File: config.mk
export PLATFORM = sky130hd
export DESIGN_NAME = addr8s_sum_accum
export DESIGN_NICKNAME = d
export VERILOG_FILES = /design/src/rtl/addr8s_sum_accum.sv
export SDC_FILE = /design/constraint.sdc
export NUM_CORES = 1
export LEC_CHECK = 0
export BUFFER_PORTS_ARGS = -buffer_cell sky130_fd_sc_hd__buf_2
export CAP_MARGIN = 20
export CORE_MARGIN = 2
export CORE_UTILIZATION = 30
export CTS_CLUSTER_SIZE = 8
export DETAILED_ROUTE_END_ITERATION = 10
export HOLD_SLACK_MARGIN = 0.03
export PLACE_DENSITY = 0.5
export SETUP_SLACK_MARGIN = 0.5
export SLEW_MARGIN = 20
export SYNTH_ARGS = -nofsm -noshare
export SYNTH_HDL_FRONTEND = slang
export SYNTH_SLANG_ARGS = --single-unit
File: constraint.sdc
create_clock -name clk -period 5.3 [get_ports clk]
set_input_delay 1.06 -clock clk [delete_from_list [all_inputs] [get_ports clk]]
set_output_delay 1.06 -clock clk [all_outputs]
set_load 0.03 [all_outputs]
File: src/rtl/addr8s_sum_accum.sv
// Accumulates NSAMP signed 9-bit adder sums into a 16-bit frame total, with valid/ready on both
// sides. Define ADDR8S_ACC_SAT_EN to clamp the total at the 16-bit limits and report ovf.
module addr8s_sum_accum #(
  parameter int unsigned NSAMP = 4
) (
  input  logic        clk,
  input  logic        rst_n,
  input  logic        clr,
  input  logic        in_valid,
  output logic        in_ready,
  input  logic [8:0]  sum_in,
  output logic        out_valid,
  input  logic        out_ready,
  output logic [15:0] acc_out,
  output logic        ovf
);

  localparam logic [1:0] StIdle = 2'd0;
  localparam logic [1:0] StAcc  = 2'd1;
  localparam logic [1:0] StOut  = 2'd2;
  localparam logic [7:0] NSampC = 8'(NSAMP);

  logic [1:0]  state_q, state_d;
  logic [15:0] acc_q, acc_d;
  logic [7:0]  cnt_q, cnt_d;
  logic        xfer;
  logic [15:0] base, sum_ext, add_res;
  logic [7:0]  cnt_inc;

  assign in_ready  = (state_q != StOut);
  assign out_valid = (state_q == StOut);
  assign acc_out   = acc_q;
  assign xfer      = in_valid & in_ready;
  assign sum_ext   = {{7{sum_in[8]}}, sum_in};
  // The first sample of a frame starts from zero rather than the previous total.
  assign base      = (state_q == StIdle) ? 16'd0 : acc_q;
  assign cnt_inc   = (state_q == StIdle) ? 8'd1 : cnt_q + 8'd1;

`ifdef ADDR8S_ACC_SAT_EN
  logic [16:0] add_wide;
  logic        add_ovf;
  logic        ovf_q, ovf_d;

  assign add_wide = {base[15], base} + {sum_ext[15], sum_ext};
  assign add_ovf  = add_wide[16] ^ add_wide[15];
  assign add_res  = !add_ovf ? add_wide[15:0] : (add_wide[16] ? 16'h8000 : 16'h7fff);
  assign ovf      = ovf_q;
`else
  assign add_res  = base + sum_ext;
  assign ovf      = 1'b0;
`endif

  always_comb begin
    state_d = state_q;
    acc_d   = acc_q;
    cnt_d   = cnt_q;
`ifdef ADDR8S_ACC_SAT_EN
    ovf_d   = ovf_q;
`endif
    if (clr) begin
      state_d = StIdle;
      acc_d   = 16'd0;
      cnt_d   = 8'd0;
`ifdef ADDR8S_ACC_SAT_EN
      ovf_d   = 1'b0;
`endif
    end else begin
      case (state_q)
        StIdle, StAcc: begin
          if (xfer) begin
            acc_d   = add_res;
            cnt_d   = cnt_inc;
            state_d = (cnt_inc == NSampC) ? StOut : StAcc;
`ifdef ADDR8S_ACC_SAT_EN
            ovf_d   = ((state_q == StIdle) ? 1'b0 : ovf_q) | add_ovf;
`endif
          end
        end
        StOut: begin
          if (out_ready) begin
            state_d = StIdle;
            cnt_d   = 8'd0;
          end
        end
        default: begin
          state_d = StIdle;
          cnt_d   = 8'd0;
        end
      endcase
    end
  end

  always_ff @(posedge clk or negedge rst_n) begin
    if (!rst_n) begin
      state_q <= StIdle;
      acc_q   <= 16'd0;
      cnt_q   <= 8'd0;
`ifdef ADDR8S_ACC_SAT_EN
      ovf_q   <= 1'b0;
`endif
    end else begin
      state_q <= state_d;
      acc_q   <= acc_d;
      cnt_q   <= cnt_d;
`ifdef ADDR8S_ACC_SAT_EN
      ovf_q   <= ovf_d;
`endif
    end
  end

endmodule

* Word level (Yosys, flattened, before mapping)
Cells that the tools add are included.
** Word-level totals
- Register bits :: 26
- Logic and storage cells :: 32
** Operators by class
- Bitwise operators :: 1
- Eq/ne operators :: 6
- $add $sub $neg :: 2
- Muxes and demuxes :: 14
- Reductions and logical operators :: 6
** Operator list (number)
- $mux 16 :: 4
- $mux 8 :: 4
- $add 16x16->16 :: 1
- $pmux 8 s2 :: 1
- $add 8x1->8 const B :: 1
- $eq 8x3->1 const B :: 1
- $mux 2 :: 4
- $pmux 2 s2 :: 1
- $reduce_and 2->1 :: 2
- $reduce_bool 2->1 :: 2
- $ne 3x2->1 const B :: 1
- $ne 3x3->1 const B :: 1
- $eq 2x1->1 const B :: 1
- $eq 2x2->1 const B :: 1
- $logic_not 2->1 :: 1
- $ne 2x2->1 const B :: 1
- $reduce_or 2->1 :: 1
- $and 1x1->1 :: 1

* Depth between registers and ports, before layout
- Word-level depth :: 7
- Depth in mapped cells :: 13

* Least setup slack after synthesis
Ideal clock, no wire load.
- Kind :: register to register
- Start point :: register state_q[1]
- End point :: register acc_q[14] (netlist: acc_out[14])
- Setup slack :: 2442 ps
- Arrival :: 2737 ps
- Stages on the path, launching flop included :: 14
- Buffers on the path :: 2
- Setup time :: 122 ps
- Clock period less this slack :: 2858 ps
- Data required time :: 5178 ps
- Path through :: dfrtp_1 > or2_2 > clkbuf_2 > clkbuf_1 > and2_1 > ha_1 > inv_1 > fa_1 > nand2b_1 > a21oi_1 > o21ai_2 > a21oi_1 > o21ai_0 > a32o_1
** On the way
- Longest elaborated chain between the ends :: 6
- Elaborated cells between the ends (all ways) :: 13
** RTL lines
- start, declared :: line 23 : logic [1:0] state_q, state_d;
- start signal, assigned :: line 95 : state_q <= StIdle;
- start signal, assigned :: line 102 : state_q <= state_d;
- $logic_not 2->1 :: line 36, 68
- $mux 16 :: line 36 : assign base = (state_q == StIdle) ? 16'd0 : acc_q;
- $add 16x16->16 :: line 49 : assign add_res = base + sum_ext;
- $mux 16 :: line 70 : if (xfer) begin
- $mux 16 :: line 68 : case (state_q)
- $mux 16 :: line 60 : if (clr) begin
- end signal, assigned :: line 96 : acc_q <= 16'd0;
- end signal, assigned :: line 103 : acc_q <= acc_d;
- end, declared :: line 24 : logic [15:0] acc_q, acc_d;
Parallel ways exist; a longest one is shown, timed or not. The select of a mux whose other input is x is not followed.
A chain may end at the register's enable or synchronous reset.

* Final worst setup path
Ends and elaborated chain as after synthesis.

==> flow_summary.json <==
{
  "status": "complete, no violations",
  "finish.utilization_pct": 35.5,
  "fmax_mhz": 329,
  "layout-drive-gt1-share_pct": 18.7,
  "vias_per_cell": 5.13,
  "ctsResizeCount": 0,
  "synth-seq-area-share_pct": 30.6,
  "cp.arrival_ps": 3220,
  "cts_inserted_buffers": 3,
  "cp-start-kind": "register",
  "min_path_cells": 2,
  "setup_violations": 0,
  "rsz0062_at_grt": "false",
  "grt_max_degree": 27,
  "synthSimpleGateAreaFrac_pct": 21.6,
  "hold_slack_ps": 501,
  "syn-num-nets": 271,
  "clockBufferDepth": 2,
  "dieArea_mm2": 0.00777,
  "rows": 30,
  "initial_core_util_pct": 31.1,
  "grt_usage_pct": 14.1,
  "placed_area_mm2": 0.00235,
  "cp_max_fo": 22,
  "first_pass_iters": 4,
  "synth_compound_area_share_pct": 29.3,
  "synth.area.mux_share_pct": 0,
  "totalPowerFinal_w": 0.000522,
  "power.density_mw_per_mm2": 216,
  "r2r_slack_ps": 2260,
  "reg2reg_from": "state_q[1]$_DFFE_PN0P_",
  "layout.nets": 299,
  "htree_levels": 1,
  "synth_cell_types": 58,
  "timing.rr.end": "acc_out[14]$_DFFE_PN0P_",
  "skew_ps": 4.39,
  "drc_errors": 0,
  "yosys-top-cells-count": "26 x dfrtp_1, 22 x o21ai_0, 16 x a21oi_1, 16 x and2_1, 16 x ha_1",
  "synthAdderAreaFrac_pct": 10.4,
  "synth_top_family_by_area": "compound AO/OA/AOI/OAI gates",
  "die_h_um": 88.1,
  "io_buffers": 31,
  "design.core.area_mm2": 0.00683,
  "worstPathCellList": "or2_2 -> and2_1 -> ha_1 -> inv_1 -> fa_1 -> nand2b_1 -> a21oi_1 -> o21ai_2 -> a21oi_1 -> o21ai_0 -> a32o_1",
  "finalHoldViolations": 0,
  "synthXorXnorAreaFrac_pct": 3.71,
  "worstPathRequired_ps": 5480,
  "fin_crit_ps": 3040,
  "max_slew_margin_pct": 34.9,
  "grt_pass1_vias": 1693,
  "wl_um": 5210,
  "peakVddDrop_v": 0.0000986,
  "die_w_um": 88.1,
  "drv_cap": 0,
  "slowest_delay_ps": 470,
  "synthArstFlopShare_pct": 100,
  "synth_edf_count": 0,
  "regArea_um2": 651,
  "ys_top_cells_by_area": "dfrtp_1 31%, ha_1 9.4%, o21ai_0 5.2%, and2_1 4.7%, a21oi_1 3.8%",
  "yosys_most_used_dff": "dfrtp_1",
  "worstRegToRegCells": 11,
  "cp_top_family": "compound AO/OA/AOI/OAI gates",
  "gp_congestion": 0.789,
  "netlist.area_leader.share_pct": 30.6,
  "grt-ovfl-total": 0,
  "holdPathEnd": "acc_out[11]$_DFFE_PN0P_",
  "hold_path_class": "reg2reg",
  "cts_tree": "done",
  "fin_area_mm2": 0.00242,
  "p_leak_nw": 1.15,
  "tns_ps": 0,
  "cts_sinks": 26,
  "worstHoldStart": "acc_out[11]$_DFFE_PN0P_",
  "cp_common_cell": "a21oi_1",
  "critPathBufInv": 1,
  "fillers": 739,
  "synth_most_common_cell": "dfrtp_1",
  "ant_nets": 0,
  "grt_pass1_wl_um": 8630,
  "finalMaxSlewViolations": 0,
  "cts_setup_buffers": 0,
  "clk_latency_ps": 280,
  "insertedDiodeCount": 0,
  "netlist_area_mm2": 0.00212,
  "ys_warn_count": 0,
  "ios": 33,
  "fin_crit_sh_pct": 57.4,
  "area_growth_pct": 14.1,
  "avgSynthCellArea_um2": 8.85,
  "vias": 1862,
  "crit_path_end_kind": "register",
  "worstMarginPinSlew_ps": 977,
  "synth_area_leader_cell": "dfrtp_1",
  "multi_input_area_mm2": 0.00139,
  "holdBufCountCts": 0,
  "wl_per_cell_um": 14.4,
  "crit_cells": 11,
  "hpwl_um": 3720,
  "drt-initial-drc-count": 104,
  "slowest_stage": "dfrtp_1",
  "criticalPathCategory": "reg2reg",
  "cts_root_buffer": "clkbuf_8",
  "ys_ff_latch": 26,
  "antenna_found_initial": 0,
  "synthCells": 240,
  "path_clk_slew_ps": 100
}
-- final cells by class --
type | instances | area share, %
Multi-Input combinational cell | 197 | 57.3
Sequential cell | 26 | 26.9
Timing Repair Buffer | 32 | 6.71
Tap cell | 96 | 4.96
Clock buffer | 3 | 1.70
Clock inverter | 1 | 1.24
Inverter | 8 | 1.24
-- registers in the layout, summed over array words and instances (netlist names) --
name / cells
acc_out: 16
state_q: 2
cnt_q: 8
-- tightest hold or removal path, stage by stage (launching register included) --
cell     delay [ps]
dfrtp_1         370
nand2_1          50
o21ai_0          60
-- through the flow --
step / cells / setup WS [ps]
5_1_grt: 363 / 1950
4_1_cts: 363 / 2220
2_1_floorplan: 240 / 2440
6_report: 363 / 2260
3_3_place_gp: 359 / 2250
3_5_place_dp: 359 / 2180
-- where the power goes --
group	switching (W)	internal (W)
sequential	0.00000868	0.000209
clock	0.0000722	0.000101
combinational	0.0000835	0.0000474
total	0.000164	0.000358
-- layout by cell type, fill, tap and decap left out, types with 2 or more instances in the layout --
cell type,instances
or3_1,2
a211oi_1,5
ha_1,16
nand2_1,15
o211ai_1,2
a22o_1,4
o31ai_1,2
and3_1,3
a32o_1,4
nand3_1,6
and2_1,16
o21a_1,3
o21ai_2,3
a21oi_1,15
a31oi_1,3
a21o_1,10
o21ai_1,3
xnor2_1,4
buf_2,31
xor2_1,5
inv_1,8
dfrtp_1,26
nand2b_1,6
o21ai_0,22
nor2_1,15
nor3_1,4
clkbuf_8,3
-- worst max-delay path by stage --
stage / startpoint / slack [ps] / endpoint
CTS: state_q[1]$_DFFE_PN0P_ / 2220 / acc_out[14]$_DFFE_PN0P_
floorplan: state_q[1]$_DFFE_PN0P_ / 2440 / acc_out[14]$_DFFE_PN0P_
finish: state_q[1]$_DFFE_PN0P_ / 2260 / acc_out[14]$_DFFE_PN0P_
detailed placement: sum_in[0] / 2180 / acc_out[14]$_DFFE_PN0P_
global placement: sum_in[0] / 2250 / acc_out[14]$_DFFE_PN0P_
global route: state_q[1]$_DFFE_PN0P_ / 1950 / acc_out[14]$_DFFE_PN0P_
-- logic make-up after synthesis --
family                   after synthesis
flip-flops                            26
AND/OR/NAND/NOR                       81
other                                  1
adder cells (fa/ha/maj)               17
buffers and inverters                 17
XOR/XNOR                               9
AO/OA/AOI/OAI                         89
-- metal layers --
layer	global-route usage, %	vias up	part of all wire (%)
li1	-	942	-
met1	21.3	882	50
met2	21.1	33	45
met3	1.51	5	3.3
met4	4.13	0	1.3
met5	0	-	0
Note: power is estimated with default switching activity, not from simulation.
